File: src/rtl/vx_tcache_rsp_merge_pkg.sv
// Shared tcache definitions: the slot-id width helper, the word-width helper and
// the per-slot bookkeeping record used by the response merge unit.
package vx_tcache_rsp_merge_pkg;

  localparam int TC_NUM_REQS  = 4;
  localparam int TC_WORD_SIZE = 4;
  localparam int TC_TAG_WIDTH = 8;
  localparam int TC_SLOTS     = 4;

  function automatic int tc_word_width(input int word_size);
    return 8 * word_size;
  endfunction

  function automatic int tc_id_width(input int slots);
    return (slots > 1) ? $clog2(slots) : 1;
  endfunction

  localparam int TC_ID_W = tc_id_width(TC_SLOTS);

  typedef logic [TC_ID_W-1:0] tc_slot_id_t;

  // busy: slot owns a request; sent: slot has been copied into the output stage.
  typedef struct packed {
    logic                    busy;
    logic                    sent;
    logic [TC_NUM_REQS-1:0]  pending;
    logic [TC_NUM_REQS-1:0]  tmask;
    logic [TC_TAG_WIDTH-1:0] tag;
  } tc_slot_t;

endpackage

File: src/rtl/vx_tcache_rsp_order_fifo.sv
// Slot-id FIFO remembering allocation order. Pushed with the granted slot on
// alloc, popped when that slot is moved into the response stage.
module vx_tcache_rsp_order_fifo #(
  parameter int SLOTS = 4,
  parameter int ID_W  = 2
) (
  input  logic            clk,
  input  logic            reset,
  input  logic            push,
  input  logic [ID_W-1:0] push_id,
  input  logic            pop,
  output logic            head_valid,
  output logic [ID_W-1:0] head_id
);

  logic [ID_W-1:0] mem_reg [SLOTS];
  logic [ID_W-1:0] rd_ptr_reg;
  logic [ID_W-1:0] wr_ptr_reg;
  logic [ID_W:0]   count_reg;

  function automatic logic [ID_W-1:0] ptr_inc(input logic [ID_W-1:0] p);
    return (p == ID_W'(SLOTS - 1)) ? '0 : p + 1'b1;
  endfunction

  assign head_valid = (count_reg != '0);
  assign head_id    = mem_reg[rd_ptr_reg];

  // Pointer and occupancy tracking; never overflows since ids come from free slots.
  always_ff @(posedge clk or posedge reset) begin
    if (reset) begin
      rd_ptr_reg <= '0;
      wr_ptr_reg <= '0;
      count_reg  <= '0;
    end else begin
      if (push) wr_ptr_reg <= ptr_inc(wr_ptr_reg);
      if (pop)  rd_ptr_reg <= ptr_inc(rd_ptr_reg);
      if (push && !pop)      count_reg <= count_reg + 1'b1;
      else if (pop && !push) count_reg <= count_reg - 1'b1;
    end
  end

  // Id storage; contents are only meaningful below count_reg so no reset.
  always_ff @(posedge clk) begin
    if (push) mem_reg[wr_ptr_reg] <= push_id;
  end

endmodule

File: src/rtl/vx_tcache_rsp_merge.sv
// Texture-cache response merge: collects per-lane word returns into request
// slots and emits one merged response per request from a registered stage.
// Optional macro TCACHE_RSP_INORDER_EN: responses leave in allocation order;
// otherwise the lowest-index complete slot goes first.
module vx_tcache_rsp_merge
  import vx_tcache_rsp_merge_pkg::*;
#(
  parameter int NUM_REQS  = TC_NUM_REQS,
  parameter int WORD_SIZE = TC_WORD_SIZE,
  parameter int TAG_WIDTH = TC_TAG_WIDTH,
  parameter int SLOTS     = TC_SLOTS,
  localparam int WORD_WIDTH = tc_word_width(WORD_SIZE),
  localparam int ID_W       = tc_id_width(SLOTS)
) (
  input  logic                           clk,
  input  logic                           reset,
  input  logic                           alloc_valid,
  input  logic [NUM_REQS-1:0]            alloc_tmask,
  input  logic [TAG_WIDTH-1:0]           alloc_tag,
  output logic                           alloc_ready,
  output logic [ID_W-1:0]                alloc_id,
  input  logic [NUM_REQS-1:0]            lane_rsp_valid,
  input  logic [NUM_REQS*ID_W-1:0]       lane_rsp_id,
  input  logic [NUM_REQS*WORD_WIDTH-1:0] lane_rsp_data,
  output logic [NUM_REQS-1:0]            lane_rsp_ready,
  output logic                           rsp_valid,
  output logic [NUM_REQS-1:0]            rsp_tmask,
  output logic [NUM_REQS*WORD_WIDTH-1:0] rsp_data,
  output logic [TAG_WIDTH-1:0]           rsp_tag,
  input  logic                           rsp_ready
);

  tc_slot_t              slot_reg [SLOTS];
  logic [WORD_WIDTH-1:0] data_reg [SLOTS][NUM_REQS];

  logic                           out_valid_reg;
  logic [NUM_REQS-1:0]            out_tmask_reg;
  logic [NUM_REQS*WORD_WIDTH-1:0] out_data_reg;
  logic [TAG_WIDTH-1:0]           out_tag_reg;
  logic [ID_W-1:0]                out_id_reg;

  logic [ID_W-1:0]                lane_id [NUM_REQS];
  logic [NUM_REQS-1:0]            lane_hit [SLOTS];
  logic [SLOTS-1:0]               free_vec;
  logic [SLOTS-1:0]               done_vec;
  logic [ID_W-1:0]                free_id;
  logic [ID_W-1:0]                sel_id;
  logic                           sel_valid;
  logic                           alloc_fire;
  logic                           rsp_fire;
  logic                           load_en;
  logic [NUM_REQS*WORD_WIDTH-1:0] load_data;

  for (genvar gi = 0; gi < NUM_REQS; gi++) begin : g_lane_id
    assign lane_id[gi] = lane_rsp_id[gi*ID_W +: ID_W];
  end

  // A slot is eligible for output once all its lanes are in and it is not already staged.
  for (genvar gi = 0; gi < SLOTS; gi++) begin : g_slot_state
    assign free_vec[gi] = ~slot_reg[gi].busy;
    assign done_vec[gi] = slot_reg[gi].busy & ~slot_reg[gi].sent & (slot_reg[gi].pending == '0);
  end

  // Lane returns only land on busy slots still waiting for that lane; others are dropped.
  always_comb begin
    for (int s = 0; s < SLOTS; s++) begin
      lane_hit[s] = '0;
      for (int i = 0; i < NUM_REQS; i++) begin
        lane_hit[s][i] = lane_rsp_valid[i] && (lane_id[i] == ID_W'(s))
                      && slot_reg[s].busy && slot_reg[s].pending[i];
      end
    end
  end

  // Lowest-index free slot; a slot freed this cycle is still busy so it is never chosen.
  always_comb begin
    free_id = '0;
    for (int s = SLOTS - 1; s >= 0; s--) begin
      if (free_vec[s]) free_id = ID_W'(s);
    end
  end

`ifdef TCACHE_RSP_INORDER_EN
  logic            head_valid;
  logic [ID_W-1:0] head_id;

  vx_tcache_rsp_order_fifo #(
    .SLOTS (SLOTS),
    .ID_W  (ID_W)
  ) order_fifo (
    .clk        (clk),
    .reset      (reset),
    .push       (alloc_fire),
    .push_id    (free_id),
    .pop        (load_en),
    .head_valid (head_valid),
    .head_id    (head_id)
  );

  // Only the oldest outstanding slot may be staged; younger complete slots wait.
  always_comb begin
    sel_id    = head_id;
    sel_valid = head_valid && done_vec[head_id];
  end
`else
  // Out-of-order: stage the lowest-index complete slot.
  always_comb begin
    sel_valid = 1'b0;
    sel_id    = '0;
    for (int s = SLOTS - 1; s >= 0; s--) begin
      if (done_vec[s]) begin
        sel_valid = 1'b1;
        sel_id    = ID_W'(s);
      end
    end
  end
`endif

  assign alloc_ready    = |free_vec;
  assign alloc_id       = free_id;
  assign alloc_fire     = alloc_valid && alloc_ready;
  assign rsp_fire       = out_valid_reg && rsp_ready;
  assign load_en        = sel_valid && (!out_valid_reg || rsp_ready);
  assign lane_rsp_ready = '1;

  // Gather the selected slot's words, forcing inactive lanes to zero.
  always_comb begin
    load_data = '0;
    for (int i = 0; i < NUM_REQS; i++) begin
      if (slot_reg[sel_id].tmask[i]) load_data[i*WORD_WIDTH +: WORD_WIDTH] = data_reg[sel_id][i];
    end
  end

  // Slot lifecycle (alloc, lane clear, stage, free) and the registered response stage.
  always_ff @(posedge clk or posedge reset) begin
    if (reset) begin
      for (int s = 0; s < SLOTS; s++) slot_reg[s] <= '0;
      out_valid_reg <= 1'b0;
      out_tmask_reg <= '0;
      out_data_reg  <= '0;
      out_tag_reg   <= '0;
      out_id_reg    <= '0;
    end else begin
      for (int s = 0; s < SLOTS; s++) begin
        slot_reg[s].pending <= slot_reg[s].pending & ~lane_hit[s];
      end
      if (rsp_fire) begin
        slot_reg[out_id_reg].busy <= 1'b0;
        slot_reg[out_id_reg].sent <= 1'b0;
      end
      if (alloc_fire) begin
        slot_reg[free_id].busy    <= 1'b1;
        slot_reg[free_id].pending <= alloc_tmask;
        slot_reg[free_id].tmask   <= alloc_tmask;
        slot_reg[free_id].tag     <= alloc_tag;
      end
      if (load_en) begin
        slot_reg[sel_id].sent <= 1'b1;
        out_valid_reg         <= 1'b1;
        out_tmask_reg         <= slot_reg[sel_id].tmask;
        out_data_reg          <= load_data;
        out_tag_reg           <= slot_reg[sel_id].tag;
        out_id_reg            <= sel_id;
      end else if (rsp_fire) begin
        out_valid_reg <= 1'b0;
      end
    end
  end

  // Word capture; readout is masked by tmask and gated by pending, so no reset.
  always_ff @(posedge clk) begin
    for (int s = 0; s < SLOTS; s++) begin
      for (int i = 0; i < NUM_REQS; i++) begin
        if (lane_hit[s][i]) data_reg[s][i] <= lane_rsp_data[i*WORD_WIDTH +: WORD_WIDTH];
      end
    end
  end

  assign rsp_valid = out_valid_reg;
  assign rsp_tmask = out_tmask_reg;
  assign rsp_data  = out_data_reg;
  assign rsp_tag   = out_tag_reg;

endmodule

File: config.mk
export PLATFORM = sky130hd
export DESIGN_NAME = vx_tcache_rsp_merge
export DESIGN_NICKNAME = d
export VERILOG_FILES = /design/src/rtl/vx_tcache_rsp_merge_pkg.sv /design/src/rtl/vx_tcache_rsp_order_fifo.sv /design/src/rtl/vx_tcache_rsp_merge.sv
export SDC_FILE = /design/constraint.sdc
export NUM_CORES = 1
export LEC_CHECK = 0
export ABC_AREA = 1
export ABC_CLOCK_PERIOD_IN_PS = 9090
export BUFFER_PORTS_ARGS = -buffer_cell sky130_fd_sc_hd__buf_4
export CORE_MARGIN = 5
export CORE_UTILIZATION = 40
export CTS_BUF_LIST = sky130_fd_sc_hd__clkbuf_8
export CTS_CLUSTER_SIZE = 25
export DETAILED_ROUTE_END_ITERATION = 8
export GPL_TIMING_DRIVEN = 0
export SYNTH_ARGS = -nofsm -noshare
export SYNTH_HDL_FRONTEND = slang
export SYNTH_SLANG_ARGS = --single-unit
export TNS_END_PERCENT = 1
File: constraint.sdc
create_clock -name clk -period 9.09 [get_ports clk]
set_input_delay 0.909 -clock clk [delete_from_list [all_inputs] [get_ports clk]]
set_output_delay 0.909 -clock clk [all_outputs]
set_load 0.02 [all_outputs]
==> out/qor.yml, run 1 <==
core_area_um2: 74200
synth_top_family_by_area: "simple AND/OR/NAND/NOR gates"
dp_hpwl_mm: 58.04
holdCritPathClass: "input port to async pin"
clockBufferDepth: 3
p_seq_share_pct: 31.4
drc: 0
slew_headroom_pct: 35.15
critPathCaptureType: "flop"
status: "completed"
cts_setup_buffers: 0
cts_root_buf: "clkbuf_8"
syn2layout_area_growth_pct: 22.16
grt_max_degree: 112
postCtsResizedCells: 0
switching_share_pct: 44.51
antenna_found_initial: 13
totalWireLength_mm: 87.24
power.total_mw: 13.40
largest_reg_flops: 512
syn-cell-area_um2: 29820
period_share_pct: 31.87
wl_per_cell_um: 19.85
dieHeight_um: 283.0
gp_congestion: 0.8036
yosysUniqueCellTypes: 31
clock-sinks: 727
first_iter_violations: 1973
dr_total_vias: 21790
grt_pass1_vias: 21390
gr-usage-all-layers_pct: 21.31
syn_area_per_cell_um2: 10.45
ios: 304
rows: 100
start_kind: "flop"
synth_adder_area_share_pct: 0
synthXorXnorAreaFrac_pct: 0
cts_max_level: 3
synth_compound_area_share_pct: 1.137
timing.critical_path.required_ps: 9740
timing.final.hold_violations: 0
setup_viol: 0
path_class: "flop to flop"
fillers: 6800
maxSlewViolCount: 0
drv_cap: 0
final_nets: 3470
clkPwrFrac_pct: 22.2
dp.cells: 4160
synth_edf_count: 512
r2r-end: "rsp_data[67]"
fmax_mhz: 345.2
final_cells: 4395
r2r_start: "slot_reg[71]"
rrSetupSlack_ps: 6190
rr_worst_depth: 9
yosys.area_share.simple_pct: 25.34
static-leakage-power_nw: 16.66
combinationalPowerShare_pct: 46.5
skew_ps: 20.41
p_sw_mw: 5.964
start_util_pct: 40.19
clk_pin_slew_ps: 70
ys_seq_area_share_pct: 69.60
synth_async_sr_flop_share_pct: 29.57
first_pass_iters: 5
drt.antenna.violating_nets: 0
tightest_slew_ps: 964.7
p_per_area_nw_per_um2: 367.8
peakVddDrop_mv: 0.2757
layout-drive-gt1-share_pct: 19.76
cts_buffers: 121
die_area_um2: 80110
critPathMaxFanout: 10
yosys_register_bits: 727
ys_warn_count: 0
grt_pass1_wl_mm: 131.4
clk_latency_ps: 720
holdBufCountCts: 0
grt_overflow: 0
portBuffers: 299
vias_per_cell: 4.958
arrival_ps: 3550
syn_inst: 2854
synth-main-ff-cell: "edfxtp_1"
cts_tree: "yes"
die_w_um: 283.0
p_int_mw: 7.436
muxShareOfSynthArea_pct: 0
grt_setup_unrepaired: "no"
fin_crit_ps: 2897
## synthesized netlist by cell type, types with 2 or more instances
cell | number | area share [%]
nand4_1 | 14 | 0.29
nand3_1 | 406 | 6.8
nor2_4 | 2 | 0.076
inv_2 | 5 | 0.063
inv_1 | 47 | 0.59
o21ai_0 | 45 | 0.76
nand2_4 | 2 | 0.076
nor2_2 | 2 | 0.042
nor2_1 | 50 | 0.63
a21oi_1 | 12 | 0.20
buf_4 | 23 | 0.58
o31ai_1 | 4 | 0.10
nand2_2 | 6 | 0.13
buf_2 | 98 | 1.6
dfrtp_1 | 215 | 18
nor4_1 | 4 | 0.084
buf_1 | 15 | 0.19
buf_6 | 13 | 0.49
clkbuf_1 | 23 | 0.29
edfxtp_1 | 512 | 52
nand4_4 | 2 | 0.14
nand2_1 | 1345 | 17
## worst max-delay path by stage
stage            startpoint             to  slack, ps  depth (start not counted)
3_3_place_gp          reset  rsp_data[107]       -860                          2
6_report       slot_reg[71]   rsp_data[67]       6190                          9
2_1_floorplan         reset      async pin       2300                          1
3_5_place_dp      rsp_ready   rsp_data[67]       6060                          8
5_1_grt        slot_reg[71]   rsp_data[67]       5990                          9
4_1_cts        slot_reg[71]   rsp_data[67]       6100                          9
## layout by cell type, fill, tap and decap left out, types with 4 or more instances in the layout
cell type | synthesis | final
a21oi_1 | 12 | 12
buf_1 | 15 | 15
buf_12 | 0 | 7
buf_16 | 0 | 6
buf_2 | 98 | 98
buf_4 | 23 | 343
buf_6 | 13 | 14
bufinv_16 | 0 | 7
clkbuf_1 | 23 | 23
clkbuf_8 | 0 | 143
clkinv_1 | 1 | 24
clkinv_2 | 0 | 9
clkinvlp_4 | 0 | 5
conb_1 | 1 | 4
dfrtp_1 | 215 | 215
diode_2 | 0 | 5
edfxtp_1 | 512 | 512
inv_1 | 47 | 85
inv_2 | 5 | 5
nand2_1 | 1345 | 1345
nand2_2 | 6 | 6
nand3_1 | 406 | 406
nand4_1 | 14 | 14
nor2_1 | 50 | 38
nor2_4 | 2 | 14
nor4_2 | 0 | 4
o21ai_0 | 45 | 45
o31ai_1 | 4 | 4
## critical path: stages, from the launching register on
cell and delay, ps:
dfrtp_1 520, inv_2 170, nor2_2 70, nand4_4 140
nand2_4 110, o21ai_2 500, buf_2 600, clkbuf_1 490
nand2_1 110, nand2_1 90
## logic make-up (layout without fill, tap and decap cells)
kind of cell	Yosys count	in the layout
flops	727	727
other cells	1	9
compound gates	64	64
simple gates	1836	1836
buf+inv	226	790
## power by group through the flow
| stage | logic, mW | registers (mW) | clock network, mW |
|---|---|---|---|
| after floorplan | 3.80 | 4.40 | 0 |
| after global placement | 6.20 | 4.27 | 0 |
| after detailed placement | 6.29 | 4.26 | 0 |
| after CTS | 6.32 | 4.20 | 3.04 |
| after global routing | 6.97 | 4.24 | 3.19 |
| final | 6.23 | 4.20 | 2.97 |
## layer usage
layer,track usage [%],share of wire [%],vias to the layer above
met2,33.87,46,689
li1,-,-,10470
met1,28.98,43,10450
met5,0,0.12,-
met4,7.342,3.2,16
met3,5.113,7.3,167
## cell type report
| class | instances | area [µm²] | share of cell area [%] |
|---|---|---|---|
| multi-input cells | 1904 | 8024 | 22.03 |
| flip-flops and latches | 727 | 20750 | 56.98 |
| clock inverters | 87 | 563.0 | 1.546 |
| well taps | 969 | 1212 | 3.328 |
| clock buffers | 143 | 1968 | 5.403 |
| diodes | 5 | 12.51 | 0.03435 |
| plain buffers | 173 | 967.2 | 2.655 |
| inverters | 53 | 206.4 | 0.5667 |
| repair buffers | 334 | 2719 | 7.464 |
## metrics by stage
stage               utilization (%)  worst slack, ps  hold slack [ps]  cell area [µm²]  TNS (ps)
floorplan                         -             2302            449.3            29830         0
global placement              44.86           -862.4            463.6            33290   -177500
detailed placement            45.67             6063            465.1            33880         0
CTS                           49.08             6097            286.8            36410         0
global route                  49.08             5990            332.7            36420         0
finish                        49.10             6193            333.4            36430         0
(Power assumes the default switching activity.)
==> run 2: changes to the inputs <==
ABC_AREA = 0   (was 1)
ABC_CLOCK_PERIOD_IN_PS = 3000   (was 9090)
clock period = 3 ns   (was 9.09 ns; I/O delays follow)
==> out/qor.yml, run 2 <==
layout_common_cells: "512 x edfxtp_1, 315 x buf_4, 289 x nor2_1, 243 x a21oi_1, 215 x dfrtp_1"
totalWireLength_mm: 87.87
drt.antenna.violating_nets: 0
cts_buffers: 118
grt_overflow: 0
wl_per_cell_um: 23.27
ios: 304
critPathMaxFanout: 10
dieHeight_um: 276.2
timing.final.hold_violations: 0
syn_area_per_cell_um2: 13.42
p_per_area_nw_per_um2: 1157
tightest_slew_ps: 887.6
yosys_register_bits: 727
skew_ps: 43.29
yosysTopAreaCell: "edfxtp_1"
critPathCaptureType: "flop"
die_area_um2: 76300
grtUsageMet1_pct: 29.56
ys_warn_count: 0
final_area_um2: 36600
grt_pass1_wl_mm: 131.1
syn_inst: 2113
layout_commonest_cell: "edfxtp_1"
synth_most_common_cell: "edfxtp_1"
antenna_found_initial: 12
violations: "negative setup slack"
synth_async_sr_flop_share_pct: 29.57
path_class: "flop to flop"
synth_edf_count: 512
grt_setup_unrepaired: "yes"
vias_per_cell: 5.470
rr_worst_depth: 7
gr-usage-all-layers_pct: 22.29
syn-cell-area_um2: 28350
synthTopCellsByCount: "512 x edfxtp_1, 302 x nor2_1, 243 x a21oi_1"
yosysUniqueCellTypes: 49
fin_crit_ps: 3018
clockBufferDepth: 3
period_share_pct: 100.6
clock-sinks: 727
status: "finished with violations"
dp_hpwl_mm: 57.95
peakVddDrop_mv: 0.5380
dr_total_vias: 20650
synth.area.top_cells: "edfxtp_1 54%, dfrtp_1 19%, a21oi_1 4.3%, a221oi_1 4.1%, nor2_1 4.0%"
final_nets: 2878
core_area_um2: 70150
fmax_mhz: 331.4
slew_headroom_pct: 40.82
start_util_pct: 40.41
power.total_mw: 42.36
place_area_um2: 32370
static-leakage-power_nw: 13.84
gp_congestion: 0.8586
clk_pin_slew_ps: 70
drc: 0
rows: 97
rrSetupSlack_ps: -20
first_iter_violations: 1873
grtUsageMet2_pct: 35.99
r2r_start: "slot_reg[70]"
portBuffers: 298
cts_root_buf: "clkbuf_8"
cts_max_level: 3
fin_ws_ps: -17.63
clk_latency_ps: 720
arrival_ps: 3580
cts_tree: "yes"
synth-main-ff-cell: "edfxtp_1"
pre_cts_ws_ps: -515.3
timing.critical_path.required_ps: 3560
grt_max_degree: 41
drv_cap: 0
maxSlewViolCount: 0
synth_top_area_share_pct: 54.23
holdCritPathClass: "input port to async pin"
use_met3_pct: 4.978
grt_pass1_vias: 21020
start_kind: "flop"
grt.busiest_layer: "met2"
largest_reg_flops: 512
first_pass_iters: 5
layout-drive-gt1-share_pct: 23.81
r2r-end: "rsp_tag[6]"
setup_viol: 2
ys_seq_area_share_pct: 73.21
syn2layout_area_growth_pct: 29.10
die_w_um: 276.2
==> run 2: changes by cell type after synthesis, moves of 20 or more <==
cell / previous run / this run
nand3_1: 406 / 142
o21ai_0: 45 / 24
a211oi_1: 0 / 112
a21oi_1: 12 / 243
clkbuf_1: 23 / 91
nand2_1: 1345 / 122
mux2_2: 0 / 20
inv_1: 47 / 14
buf_2: 98 / 56
nor2_1: 50 / 302
a221oi_1: 0 / 133
==> run 2: area by class of cell <==
cell class	count	area, µm²
inverters	14	56.30
clock inverters	79	346.6
clock buffers	145	1996
plain buffers	166	840.8
repair buffers	487	4412
flip-flops and latches	727	20750
multi-input cells	1208	6994
fillers	6097	33550
well taps	940	1176
diodes	10	25.02
==> run 2: metrics by stage <==
| step | util [%] | hold WS [ps] | TNS [ps] | cells |
|---|---|---|---|---|
| finish | 52.18 | 205.4 | -22.00 | 3776 |
| global route | 52.15 | 182.2 | -334.4 | 3770 |
| global placement | 45.30 | 457.7 | -777120 | 3354 |
| floorplan | - | 398.9 | -21100 | 2116 |
| detailed placement | 46.15 | 375.1 | -49460 | 3376 |
| CTS | 52.00 | 142.9 | -262.4 | 3767 |
==> run 2: where the power goes <==
part           total (mW)  internal (mW)  switching (mW)
combinational        20.2           7.21            13.0
sequential           13.8           12.7            1.09
clock                8.31           4.43            3.88
==> run 2: worst max-delay path, cell delays in order, from the launching register on <==
cell	delay [ps]
dfrtp_1	400
or4b_4	580
or3_1	320
buf_4	190
buf_2	260
clkbuf_1	380
a221oi_1	620
nor2_1	100
==> run 2: cells by family after synthesis <==
group | share of synthesized area (%)
DFF | 73.21
and+or+nand+nor | 9.246
AOI/OAI and AO/OA | 13.78
muxes | 0.9356
other | 0.01323
buffers and inverters | 2.816
==> run 2: worst max path at each step <==
stage               slack, ps    startpoint       endpoint
finish                    -20  slot_reg[70]     rsp_tag[6]
global route              -90  slot_reg[51]     rsp_tag[6]
CTS                       -90  slot_reg[17]   rsp_data[23]
detailed placement       -520  slot_reg[70]  rsp_data[116]
global placement        -1710         reset   rsp_data[56]
floorplan                -100         reset      async pin
==> run 2: routing by layer <==
layer  part of all wire [%]  wire, µm  vias to the layer above
met5                  0.063        55                        -
met4                    3.7      3219                        8
met3                    6.8      6014                      185
met2                     48     42180                      812
met1                     41     36400                    10370
li1                       -         -                     9283
==> run 2: what timing repair did <==
action                     in CTS  in global routing
setup endpoints to repair     140                133
pin swaps                       3                  0
hold buffers                  158                  0
gates resized for setup        45                 47
buffers inserted                9                  0
hold endpoints to repair      654                  0
